`config.mk`:
```
export PLATFORM = sky130hd
export DESIGN_NAME = csa_sum_accumulator_flat
export DESIGN_NICKNAME = d
export VERILOG_FILES = /design/src/rtl/csa_pkg.sv /design/src/rtl/csa_sum_accumulator_if.sv /design/src/rtl/csa_sum_accumulator.sv /design/src/flat_wrapper.sv
export SDC_FILE = /design/constraint.sdc
export NUM_CORES = 1
export LEC_CHECK = 0
export CAP_MARGIN = 20
export CORE_AREA = 2 2 91 93
export CTS_CLUSTER_SIZE = 14
export DETAILED_ROUTE_END_ITERATION = 10
export DIE_AREA = 0 0 93 95
export PLACE_DENSITY = 0.7
export SLEW_MARGIN = 15
export SYNTH_ARGS = -nofsm -noshare
export SYNTH_HDL_FRONTEND = slang
export SYNTH_SLANG_ARGS = --single-unit
```
`constraint.sdc`:
```
create_clock -name clk -period 2.9 [get_ports clk]
set_input_delay 0.725 -clock clk [delete_from_list [all_inputs] [get_ports clk]]
set_output_delay 0.725 -clock clk [all_outputs]
set_load 0.01 [all_outputs]
```
`src/rtl/csa_pkg.sv`:
```
// Shared types and default widths for the carry-select-adder sum accumulator.
package csa_pkg;

    localparam int unsigned SUM_W_DEF = 27;
    localparam int unsigned ACC_W_DEF = 30;
    localparam int unsigned LEN_W_DEF = 4;

    typedef enum logic [1:0] {
        IDLE = 2'd0,
        ACC  = 2'd1,
        DONE = 2'd2
    } acc_state_t;

    // Clamp value used when saturation is enabled (default accumulator width).
    localparam logic [ACC_W_DEF-1:0] ACC_SAT = '1;

endpackage

```
`src/rtl/csa_sum_accumulator_if.sv`:
```
// Sample-in / result-out handshake bundle for csa_sum_accumulator.
interface csa_sum_accumulator_if
    import csa_pkg::*;
#(
    parameter int unsigned SUM_W = SUM_W_DEF,
    parameter int unsigned ACC_W = ACC_W_DEF,
    parameter int unsigned LEN_W = LEN_W_DEF
);
    logic [SUM_W-1:0] sum_in;
    logic             in_valid;
    logic             in_ready;
    logic [LEN_W-1:0] frame_len;
    logic [ACC_W-1:0] acc_out;
    logic             out_valid;
    logic             out_ready;
    logic             ovf;

    modport master (
        output sum_in, in_valid, frame_len, out_ready,
        input  in_ready, acc_out, out_valid, ovf
    );

    modport slave (
        input  sum_in, in_valid, frame_len, out_ready,
        output in_ready, acc_out, out_valid, ovf
    );
endinterface

```
`src/rtl/csa_sum_accumulator.sv`:
```
// Frame accumulator for a registered CSA sum; state updates on the falling clock edge.
// Define CSA_ACC_SATURATE_EN to clamp on overflow instead of wrapping.
module csa_sum_accumulator
    import csa_pkg::*;
#(
    parameter int unsigned SUM_W = SUM_W_DEF,
    parameter int unsigned ACC_W = ACC_W_DEF,
    parameter int unsigned LEN_W = LEN_W_DEF
) (
    input  logic                  clk,
    input  logic                  reset,
    csa_sum_accumulator_if.slave  bus
);

    localparam int unsigned EXT_W = ACC_W + 1;
`ifdef CSA_ACC_SATURATE_EN
    localparam logic [ACC_W-1:0] SAT_VAL = '1;
`endif

    acc_state_t       state;
    logic [ACC_W-1:0] acc;
    logic [LEN_W-1:0] cnt;
    logic [LEN_W-1:0] len_q;
    logic             ovf_q;
    logic             in_ready_q;
    logic             out_valid_q;

    logic [SUM_W-1:0] sum_c;
    logic             xfer_c;
    logic [EXT_W-1:0] sum_ext_c;
    logic [LEN_W-1:0] cnt_inc_c;
    logic             carry_c;

    assign sum_c     = bus.sum_in;
    assign xfer_c    = bus.in_valid && in_ready_q;
    assign sum_ext_c = EXT_W'(acc) + EXT_W'(sum_c);
    assign carry_c   = sum_ext_c[ACC_W];
    assign cnt_inc_c = cnt + LEN_W'(1);

    // Frame FSM with registered handshake outputs
    always_ff @(negedge clk or negedge reset) begin
        if (!reset) begin
            state       <= IDLE;
            acc         <= '0;
            cnt         <= '0;
            len_q       <= '0;
            ovf_q       <= 1'b0;
            in_ready_q  <= 1'b1;
            out_valid_q <= 1'b0;
        end else begin
            case (state)
                IDLE: begin
                    if (xfer_c) begin
                        acc   <= ACC_W'(sum_c);
                        cnt   <= '0;
                        len_q <= bus.frame_len;
                        ovf_q <= 1'b0;
                        if (bus.frame_len == '0) begin
                            state       <= DONE;
                            in_ready_q  <= 1'b0;
                            out_valid_q <= 1'b1;
                        end else begin
                            state <= ACC;
                        end
                    end
                end
                ACC: begin
                    if (xfer_c) begin
`ifdef CSA_ACC_SATURATE_EN
                        // Once clamped, stay clamped for the rest of the frame
                        acc <= (carry_c || ovf_q) ? SAT_VAL : sum_ext_c[ACC_W-1:0];
`else
                        acc <= sum_ext_c[ACC_W-1:0];
`endif
                        ovf_q <= ovf_q | carry_c;
                        cnt   <= cnt_inc_c;
                        if (cnt_inc_c == len_q) begin
                            state       <= DONE;
                            in_ready_q  <= 1'b0;
                            out_valid_q <= 1'b1;
                        end
                    end
                end
                DONE: begin
                    if (bus.out_ready) begin
                        state       <= IDLE;
                        in_ready_q  <= 1'b1;
                        out_valid_q <= 1'b0;
                    end
                end
                default: begin
                    state       <= IDLE;
                    in_ready_q  <= 1'b1;
                    out_valid_q <= 1'b0;
                end
            endcase
        end
    end

    assign bus.in_ready  = in_ready_q;
    assign bus.out_valid = out_valid_q;
    assign bus.acc_out   = acc;
    assign bus.ovf       = ovf_q;

endmodule

```
`src/flat_wrapper.sv`:
```
// flat-port wrapper written by rule: the top's interface ports become plain ports
module csa_sum_accumulator_flat import csa_pkg::*;
#(
    parameter int unsigned SUM_W = SUM_W_DEF,
    parameter int unsigned ACC_W = ACC_W_DEF,
    parameter int unsigned LEN_W = LEN_W_DEF
)
  (clk, reset, bus_sum_in, bus_in_valid, bus_frame_len, bus_out_ready, bus_in_ready, bus_acc_out, bus_out_valid, bus_ovf);
  csa_sum_accumulator_if #(.SUM_W(SUM_W), .ACC_W(ACC_W), .LEN_W(LEN_W)) bus_i ();
  input  logic clk;
  input  logic reset;
  input wire logic [$bits(bus_i.sum_in)-1:0] bus_sum_in;
  input wire logic [$bits(bus_i.in_valid)-1:0] bus_in_valid;
  input wire logic [$bits(bus_i.frame_len)-1:0] bus_frame_len;
  input wire logic [$bits(bus_i.out_ready)-1:0] bus_out_ready;
  output wire logic [$bits(bus_i.in_ready)-1:0] bus_in_ready;
  output wire logic [$bits(bus_i.acc_out)-1:0] bus_acc_out;
  output wire logic [$bits(bus_i.out_valid)-1:0] bus_out_valid;
  output wire logic [$bits(bus_i.ovf)-1:0] bus_ovf;
  assign bus_i.sum_in = bus_sum_in;
  assign bus_i.in_valid = bus_in_valid;
  assign bus_i.frame_len = bus_frame_len;
  assign bus_i.out_ready = bus_out_ready;
  assign bus_in_ready = bus_i.in_ready;
  assign bus_acc_out = bus_i.acc_out;
  assign bus_out_valid = bus_i.out_valid;
  assign bus_ovf = bus_i.ovf;
  csa_sum_accumulator #(.SUM_W(SUM_W), .ACC_W(ACC_W), .LEN_W(LEN_W)) u_core (.clk(clk), .reset(reset), .bus(bus_i));
endmodule
```
# After elaboration in Yosys (flattened, before gate mapping)
# Cells that the tools add are included.
# Widths: inputs -> output; s select.
# op_classes
reduce_logical	8
mux	27
n_addsub	2
eq_ne	8
n_bitwise	1
# ops
operator	count
$mux 30	2
$pmux 30 s2	1
$add 30x27->31	1
$mux 1	12
$mux 2	5
$mux 4	2
$ne 2x1->1 const B	4
$pmux 4 s2	1
$pmux 1 s3	2
$pmux 2 s3	1
$reduce_and 5->1	1
$add 4x1->4 const B	1
$eq 4x4->1	1
$logic_not 4->1	1
$reduce_and 4->1	1
$reduce_and 3->1	1
$eq 2x1->1 const B	1
$eq 2x2->1 const B	1
$logic_not 2->1	1
$ne 2x2->1 const B	1
$pmux 1 s2	1
$reduce_and 2->1	1
$reduce_bool 2->1	1
$logic_and 1x1->1	1
$or 1x1->1	1
# totals
out_inout_bits	33
register_bits	43
in_bits	35
elab_cells	53

# Longest topological paths before layout
# logic_depth
depth_word	5
ltp_mapped	10
ltp_nobuf	10

==> impl_results.md <==
* Status: finished with violations
* Failing checks: setup timing
* Synth Flop Type: dfrtn_1
* Clock slew at reported path FFs at 70 ps
* Placed Cells at 689
* TritonCTS clock tree: built
* Row count at 33
* First drt pass iteration count at 5
* Commonest non-fill, non-tap cell in the layout: buf_4
* CP endpoint kind: register
* Yosys reg bits at 43
* Power per cell area at 1260 nW/um^2
* Syn_nets at 477
* Syn Inst Count at 413
* Hold wc startpoint: u_core.len_q[2]
* Total track usage at 29.3%
* Worst-Skew Late Latency at 370 ps
* Max IR drop VDD at 619 uV
* DP HPWL at 8660 um
* CP Data Required Time at 1610 ps
* WHS Path Cells at 1
* Num CTS Buffers at 5
* GRT overflow at 0
* Reg2Reg Setup Slack at 310 ps
* Area grow syn2layout at 79.8%
* Core ar. at 7930 um^2
* Die area at 8840 um^2
* Die Ht at 95 um
* Type of origin of the critical path: input port
* Most frequent cells in the layout: buf_4 (152), dfrtn_1 (42), nand2_1 (39), buf_2 (37), a21oi_1 (34)
* Drt total wl at 14200 um
* Final core utilization at 78.5%
* Slack of the critical path at -1110 ps
* R2R depth at 12
* # DRC at 0
* Worst clock skew at 63.4 ps
* Initial Util at 43.6%
* Post-synth EDFFs at 0
* Crit path max fanout at 3
* Reg2reg start: u_core.bus.acc_out[2]
* Share of cells above drive strength 1 at 52.9%
* Post-detailed-route count of antenna-violating nets at 0
* Max-slew violations at 0
* Deepest clock path buffer count at 2
* Hold crit path type: register to register
* Nets@finish at 704
* Synth cell types at 59
* Worst slew margin at 46.3%
* H-tree Lvls at 2
* Worst slew pin tran at 806 ps
* Finished Layout Cells at 746
* Root Buffer: clkbuf_8
* Post-synthesis async set-or-reset flop share at 100%
* Min-Delay Endpoint: u_core.len_q[2]
* Worst Path Arrival at 2720 ps
* FF-to-FF End: u_core.bus.acc_out[28]
* Wirelength per Cell at 19.0 um
* Initial antenna violation count at 0
* Post-synthesis area per instance at 8.37 um^2
* # diodes at 0
* Pleak at 2.84 nW
* Cell Area, Synth at 3460 um^2
* CP Class: input port to register
* Final GP Congestion at 0.969
* Max cap viols at 0
* Ys Warns at 0
* Clock net sink count at 43
* Initial DRC count at 285
* Setup WS pre-CTS at -1820 ps
* Fillers at 482
* Vias in the first global route at 4377
* Number of endpoints failing setup at the final stage at 67
* Sequential share of the synthesized area at 31.2%
* RSZ-0062 raised after global routing: true
* Post-DR vias/cell at 5.91
* First-pass GRT wire length at 20600 um
* Largest net degree at the start of global routing at 21
* Chip width at 93 um
* Final hold violation count at 0
* Vias at 4412
* Final Power at 7.83 mW
* IO buf count at 67
* I/O Pins at 68
[flip-flops by register name, summed over array words and instances (netlist names)]
register,cells
u_core.len_q,4
u_core.bus.ovf,1
u_core.cnt,4
u_core.state,2
u_core.bus.out_valid,1
u_core.bus.in_ready,1
u_core.bus.acc_out,30
[power by group]
group	switching [mW]	leakage (nW)	internal (mW)
clock network	0.273	0.0549	0.182
logic	3.03	2.26	3.20
registers	0.239	0.518	0.909
total	3.55	2.84	4.29
[metal layers]
layer / routed length [um] / up-vias / global-route usage, %
met2: 6990 / 244 / 52.8
met4: 663 / 0 / 11.9
met5: 0 / - / 0
li1: - / 1974 / -
met1: 5540 / 2119 / 34.8
met3: 981 / 75 / 4.63
[layout make-up]
cell class,count,area (um^2),share of cell area [%]
Timing Repair Buffer,236,1850,29.7
Sequential cell,43,1080,17.3
Inverter,7,26.3,0.422
Clock inverter,4,30.0,0.483
Multi-Input combinational cell,346,3040,48.8
Clock buffer,5,68.8,1.11
Tap cell,105,131,2.11
[cell families after synthesis]
kind of cell / share of synthesized area, %
AND/OR/NAND/NOR: 17.3
adder cells (fa/ha/maj): 10.7
XOR/XNOR: 7.09
multiplexers: 3.04
flip-flops: 31.2
buffers and inverters: 2.79
AO/OA/AOI/OAI: 28.0
[critical path, stage by stage]
cell and delay, ps:
buf_8 100, ha_4 150, fa_2 360, a21oi_2 160, o211ai_1 170, a21oi_2 230, o21ai_2 100, a211oi_2 230
buf_4 170, o21ai_2 70, xnor2_1 140, o22ai_1 90
[through the flow]
stage          hold WS (ps)  setup TNS (ps)  cell area, um^2
2_1_floorplan           430          -25520             3780
3_3_place_gp            451          -60660             5370
3_5_place_dp            489          -61970             5370
4_1_cts                 489          -28960             5900
5_1_grt                 491          -32950             6220
6_report                485          -30530             6220
[worst max-delay path by stage]
stage                        startpoint                endpoint  slack [ps]
after global routing      bus_sum_in[0]  u_core.bus.acc_out[24]       -1200
after detailed placement  bus_sum_in[0]  u_core.bus.acc_out[28]       -1820
after global placement    bus_sum_in[0]  u_core.bus.acc_out[28]       -1760
after CTS                 bus_sum_in[0]  u_core.bus.acc_out[24]       -1070
final                     bus_sum_in[0]  u_core.bus.acc_out[24]       -1110
after floorplan           bus_sum_in[0]  u_core.bus.acc_out[28]       -1170
[what timing repair did]
item	in CTS	in global routing
hold buffers	0	0
gates resized for setup	315	51
setup endpoints to repair	76	70
pin swaps	94	51
cloned	1	0
setup buffers	36	18
[synthesized netlist by cell type (8+ instances only)]
| library cell | count | area (um^2) |
|---|---|---|
| a21o_1 | 13 | 97.6 |
| a21oi_1 | 52 | 260 |
| clkbuf_1 | 14 | 52.6 |
| dfrtn_1 | 42 | 1050 |
| ha_1 | 28 | 350 |
| inv_1 | 8 | 30.0 |
| nand2_1 | 44 | 165 |
| nor2_1 | 31 | 116 |
| o21ai_0 | 45 | 225 |
| or3_1 | 9 | 56.3 |
| xnor2_1 | 18 | 158 |
| xor2_1 | 10 | 87.6 |
Power figures use the tool's default switching activity.
==> RTL change 1, RTL diff (same flow settings) <==
Build with the macro `CSA_ACC_SATURATE_EN` defined.
--- a/src/rtl/csa_sum_accumulator.sv
+++ b/src/rtl/csa_sum_accumulator.sv
@@ -1,5 +1,7 @@
 // Frame accumulator for a registered CSA sum; state updates on the falling clock edge.
 // Define CSA_ACC_SATURATE_EN to clamp on overflow instead of wrapping.
+`define CSA_ACC_SATURATE_EN
+
 module csa_sum_accumulator
     import csa_pkg::*;
 #(
Function: no difference found for any inputs over 4 cycles, from zero or initial values and one cycle with reset low; that may be too few to reach the edited logic, so the function may still have changed.
==> RTL change 1 against the unedited design <==
The flow still finishes with violations (setup timing); first-iteration DRC count is 3.2% higher; die area stayed put; hold slack worse by 14 ps; wire length is 6.3% lower; setup slack worse by 470 ps; synthesized area is 5.3% higher; count of clock-buffer cells in the layout stayed put; sequential share of layout area is 0.75 points lower; cell area is 4.5% higher; sequential cell count stayed put; critical path type unchanged; critical endpoint is now u_core.bus.acc_out[18].
Power is left out: it rests on default switching activity, and per cell area and clock period it moved more than threefold.
==> RTL change 1: results (changes against the unedited design) <==
Run status
  – Status: finished, violations left
  – Failing checks: setup timing

Place
  – GP Congestion: 0.885 (-8.7%)
  – Post-DP HPWL: 8.33 mm (-3.8%)
  – DP Area: 5700 sq um (+6.2%)
  – Post-Place Cells: 732 (+6.2%)
  – Place WS: -2290 ps (-469 ps)

Synthesis
  – Synth cell count leaders: nand2_1, dfrtn_1, a21oi_1
  – Mean post-synth cell area: 8.45 sq um (+0.92%)
  – Adder-Cell Fraction of Synth Area: 10.2% (-0.54 points)
  – Ranking of synthesized cells by area: dfrtn_1, ha_1, o22ai_2, nand2_1, a21oi_1
  – Syn_nets: 495 (+3.8%)
  – Mux cell area share after synthesis: 1.82% (-1.2 points)
  – Post-synth ARST share: 100% (unchanged)
  – Register area share after synthesis: 29.6% (-1.6 points)
  – Yosys warns: 0 (unchanged)
  – Xor/xnor share of the synthesized area: 5.29% (-1.8 points)
  – Count of cell types in the netlist: 62 (+5.1%)
  – Compound-Gate Fraction of Synth Area: 34.5% (+6.5 points)

Detailed routing
  – Starting DRT DRC Count: 294 (+3.2%)
  – Post-DR vias/cell: 5.67 (-4.1%)
  – DR pass1 iterations: 5 (unchanged)
  – Final WL: 13.3 mm (-6.3%)
  – Drt wl/cell: 17.1 um (-10%)

STA
  – Tightest Pin Transition: 638 ps (-168 ps)
  – Setup violators final: 71 (+6.0%)
  – Worst clock skew: 59.8 ps (-3.64 ps)
  – Final setup margin: -1590 ps (-474 ps)

Final layout
  – Net count, final: 735 (+4.4%)
  – Ant diodes: 0 (unchanged)
  – Layout cells sized above 1: 51.3% (-1.5 points)
  – Max reg flops: 30 (unchanged)

Min path
  – Worst Hold End: u_core.cnt[3]
  – Worst Hold Launch: u_core.cnt[3]
  – Min-delay worst type: reg -> reg
  – Hold Path Cell Cnt: 2 (+1)

Clock network
  – Clock latency on the worst-skew pair: 370 ps (about the same)
  – CTS Buf Count: 5 (unchanged)
  – Root Buffer: clkbuf_8
  – H-tree Lvls: 2 (unchanged)

Setup path
  – CP max stage cell: or4_4
  – Reg-to-Reg Start: u_core.bus.acc_out[0]
  – Crit path max-delay family: compound AO/OA/AOI/OAI gates
  – CP Data Arrival Time: 3200 ps (+480 ps)
  – R2R cell count: 11 (-1)
  – Crit-path max cell delay: 560 ps (+200 ps)
  – Crit path max fanout: 6 (+3)
  – Worst R2R End: u_core.bus.acc_out[18]
  – R2R Setup Slk: -120 ps (-430 ps)

Global route
  – Antenna violations before repair: 0 (unchanged)
  – Vias in the first global route: 4364 (-0.30%)
  – Largest net degree at the start of global routing: 44 (+110%)
  – First-pass GRT wire length: 20.0 mm (-2.7%)
  – GRT Overall Usage: 28.2% (-1.2 points)
==> RTL change 1: cell types whose count changed after synthesis, moves of 7 or more <==
cell	delta
o22ai_2	+16
o21ai_0	-14
nand3_1	+7
a21oi_1	-15
o21ai_1	+18
==> RTL change 1: layer usage <==
layer	vias to the layer above	part of all wire (%)	global-route usage, %
li1	2097	-	-
met1	2123	41	33.9
met2	150	52	52.8
met3	35	4.7	3.91
met4	0	2.3	6.99
met5	-	0	0
==> RTL change 1: worst max path at each step <==
stage                              to  slack (ps)  cells past startpoint
6_report       u_core.bus.acc_out[18]       -1590                     11
5_1_grt        u_core.bus.acc_out[16]       -1640                     11
4_1_cts        u_core.bus.acc_out[11]       -1480                     11
3_5_place_dp   u_core.bus.acc_out[16]       -2290                     11
3_3_place_gp   u_core.bus.acc_out[16]       -2220                     11
2_1_floorplan   u_core.bus.acc_out[4]       -1670                     11
==> RTL change 1: timing repair <==
item / in CTS / in global routing
gates resized for setup: 256 / 41
pin swaps: 35 / 38
setup buffers: 24 / 16
endpoints found under the setup margin: 76 / 74
endpoints found under the hold margin: 0 / 0
hold buffers: 0 / 0
gates cloned: 1 / 1
==> RTL change 1: area by class of cell <==
cell class              count  area [sq um]
clock buffers               5          68.8
fillers                   478          1430
multi-input cells         359          3150
flip-flops and latches     43          1080
repair buffers            253          2020
inverters                   8          30.0
clock inverters             4          30.0
well taps                 105           131
==> RTL change 1: metrics by stage <==
step	hold WS [ps]	util [%]	setup TNS, ps
final	472	82.0	-51070
after CTS	460	77.7	-49000
after global routing	505	82.0	-54240
after detailed placement	459	71.9	-85450
after global placement	436	71.9	-83470
after floorplan	425	-	-52060
==> RTL change 1: cell families (layout without fill, tap and decap cells) <==
group / count (synthesis) / in the layout
adder cells (fa/ha/maj): 29 / 29
multiplexers: 6 / 6
AO/OA/AOI/OAI: 180 / 180
flip-flops: 43 / 43
XOR/XNOR: 22 / 22
AND/OR/NAND/NOR: 122 / 122
buffers and inverters: 29 / 270
==> RTL change 1: tightest hold or removal path, cell delays in order (launching register included) <==
cell	delay, ps
dfrtn_1	440
nand2_1	50
o21ai_0	70
==> RTL change 2, RTL diff (config.mk and constraints unchanged) <==
Without the edit above. The 3 states of `acc_state_t` get a one-hot encoding in 3 bits.
--- a/src/rtl/csa_pkg.sv
+++ b/src/rtl/csa_pkg.sv
@@ -5,10 +5,10 @@
     localparam int unsigned ACC_W_DEF = 30;
     localparam int unsigned LEN_W_DEF = 4;
 
-    typedef enum logic [1:0] {
-        IDLE = 2'd0,
-        ACC  = 2'd1,
-        DONE = 2'd2
+    typedef enum logic [2:0] {
+        IDLE = 3'b001,
+        ACC  = 3'b010,
+        DONE = 3'b100
     } acc_state_t;
 
     // Clamp value used when saturation is enabled (default accumulator width).
Function: no difference found for any inputs over 4 cycles, from zero or initial values and one cycle with reset low; so few cycles prove little.
==> RTL change 2 against the unedited design <==
The flow still finishes with violations (setup timing); hold slack got worse by 49 ps; non-clock buffer count decreased by 19; via count decreased by 9.5%; wire length decreased by 15%; synthesized area decreased by 3.1%; largest cell class unchanged; cell area decreased by 4.4%; sequential share of layout area increased by 1.2 points; core utilization decreased by 3.5 points; setup slack got worse by 170 ps; sequential cell count increased by 1.
Power is left out: it rests on default switching activity, and per cell area and clock period it moved more than threefold.
==> RTL change 2: results (changes against the unedited design) <==
Place
  – Place WS: -1970 ps (-159 ps)
  – PortBufs: 67 (unchanged)
  – Post-DP HPWL: 7.78 mm (-10%)
  – Post-Place Cells: 663 (-3.8%)
  – GP Congestion: 0.878 (-9.4%)

Run status
  – Failing checks: setup timing
  – Status: finished, violations left

STA
  – Worst clock skew: 59.1 ps (-4.30 ps)
  – Final setup margin: -1280 ps (-169 ps)
  – Final hold slack: 436 ps (-49.1 ps)
  – Setup violators final: 68 (+1.5%)
  – Relative slew margins: 58.4% (+12 points)

Final layout
  – Fraction of area in multi-input gates: 48.1% (-0.76 points)
  – Seq area share: 18.6% (+1.2 points)
  – CLK BUF: 6 (+1)
  – Net count, final: 673 (-4.4%)
  – FILL cells: 560 (+16%)
  – Number of signal-net buffers in the layout: 217 (-8.1%)
  – Nonclk inv count: 11 (+4)
  – Layout cells sized above 1: 52.1% (-0.75 points)
  – NonClk Buf Share: 28.5% (-1.2 points)
  – Multi-In Gates: 328 (-5.2%)
  – Clock-cell share of area: 1.94% (+0.35 points)

Synthesis
  – Ranking of synthesized cells by area: dfrtn_1, ha_1, a21oi_1, nand2_1, o21ai_0
  – Xor/xnor share of the synthesized area: 7.58% (+0.49 points)
  – Post-synth ARST share: 100% (unchanged)
  – Compound-Gate Fraction of Synth Area: 25.6% (-2.4 points)
  – Mux cell area share after synthesis: 2.84% (-0.20 points)
  – Count of cell types in the netlist: 56 (-5.1%)
  – Register area share after synthesis: 32.9% (+1.8 points)
  – Adder-Cell Fraction of Synth Area: 11.0% (+0.34 points)
  – Syn_nets: 460 (-3.6%)
  – Post-synthesis register bit count: 44 (+2.3%)
  – Gate Count Post-Synth: 396 (-4.1%)
  – Synth cell count leaders: nand2_1, a21oi_1, dfrtn_1

Setup path
  – Worst R2R End: u_core.bus.acc_out[28]
  – R2R Setup Slk: 50 ps (-260 ps)
  – R2R cell count: 12 (unchanged)
  – Reg-to-Reg Start: u_core.bus.acc_out[0]
  – CP Data Arrival Time: 2890 ps (+170 ps)

Min path
  – Worst Hold Launch: u_core.cnt[2]
  – Hold Path Cell Cnt: 1 (unchanged)
  – Worst Hold End: u_core.cnt[2]

Clock network
  – CTS Buf Count: 5 (unchanged)
  – Root Buffer: clkbuf_8
  – Clock latency on the worst-skew pair: 360 ps

Detailed routing
  – Final WL: 12.1 mm (-15%)
  – Post-DR vias/cell: 5.58 (-5.6%)
  – DR pass1 iterations: 5 (unchanged)
  – Starting DRT DRC Count: 144 (-49%)
  – Via Count: 3992 (-9.5%)

Global route
  – First-pass GRT wire length: 18.7 mm (-9.3%)
  – Largest net degree at the start of global routing: 26 (+24%)
  – GRT Overall Usage: 26.4% (-2.9 points)
==> RTL change 2: cell types whose count changed after synthesis, sizes merged, moves of 4 or more <==
cell and delta:
a21o -7, a21oi -8, and3 -5, inv +4, nand2 +10, o21ai -8, or3 -9
==> RTL change 2: stage by stage <==
step | cell area (sq um) | setup TNS, ps
final | 5940 | -31230
after global routing | 5940 | -35230
after CTS | 5720 | -30650
after detailed placement | 5210 | -66710
after global placement | 5210 | -65430
after floorplan | 3670 | -27150
==> RTL change 2: critical path: stages <==
cell,delay [ps]
buf_8,100
ha_4,150
fa_2,370
a21oi_4,150
o211ai_1,140
nand3_1,140
nand4_1,160
a221oi_2,360
o21ai_2,120
and2_4,180
o311a_1,280
==> RTL change 2: layer usage <==
layer / GRT usage [%] / vias up / wire [um]
met4: 11.0 / 0 / 434
met3: 3.75 / 39 / 668
met5: 0 / - / 0
li1: - / 1857 / -
met2: 47.4 / 139 / 6240
met1: 31.6 / 1957 / 4740
==> RTL change 2: what timing repair did <==
item                                   CTS  global route
endpoints found under the hold margin    0             0
resized for setup                      301            34
pin swaps                               84            52
setup endpoints to repair               77            73
gates cloned                             1             0
buffers inserted                        39            15
==> RTL change 2: worst max-delay path by stage <==
stage	start	end	slack, ps	cells after the start
final	bus_sum_in[0]	u_core.bus.acc_out[28]	-1280	11
after global routing	bus_sum_in[0]	u_core.bus.acc_out[26]	-1400	13
after CTS	bus_sum_in[0]	u_core.bus.acc_out[28]	-1250	11
after detailed placement	bus_sum_in[0]	u_core.bus.acc_out[28]	-1970	11
after global placement	bus_sum_in[0]	u_core.bus.acc_out[28]	-1920	11
after floorplan	bus_sum_in[0]	u_core.bus.acc_out[28]	-1300	10
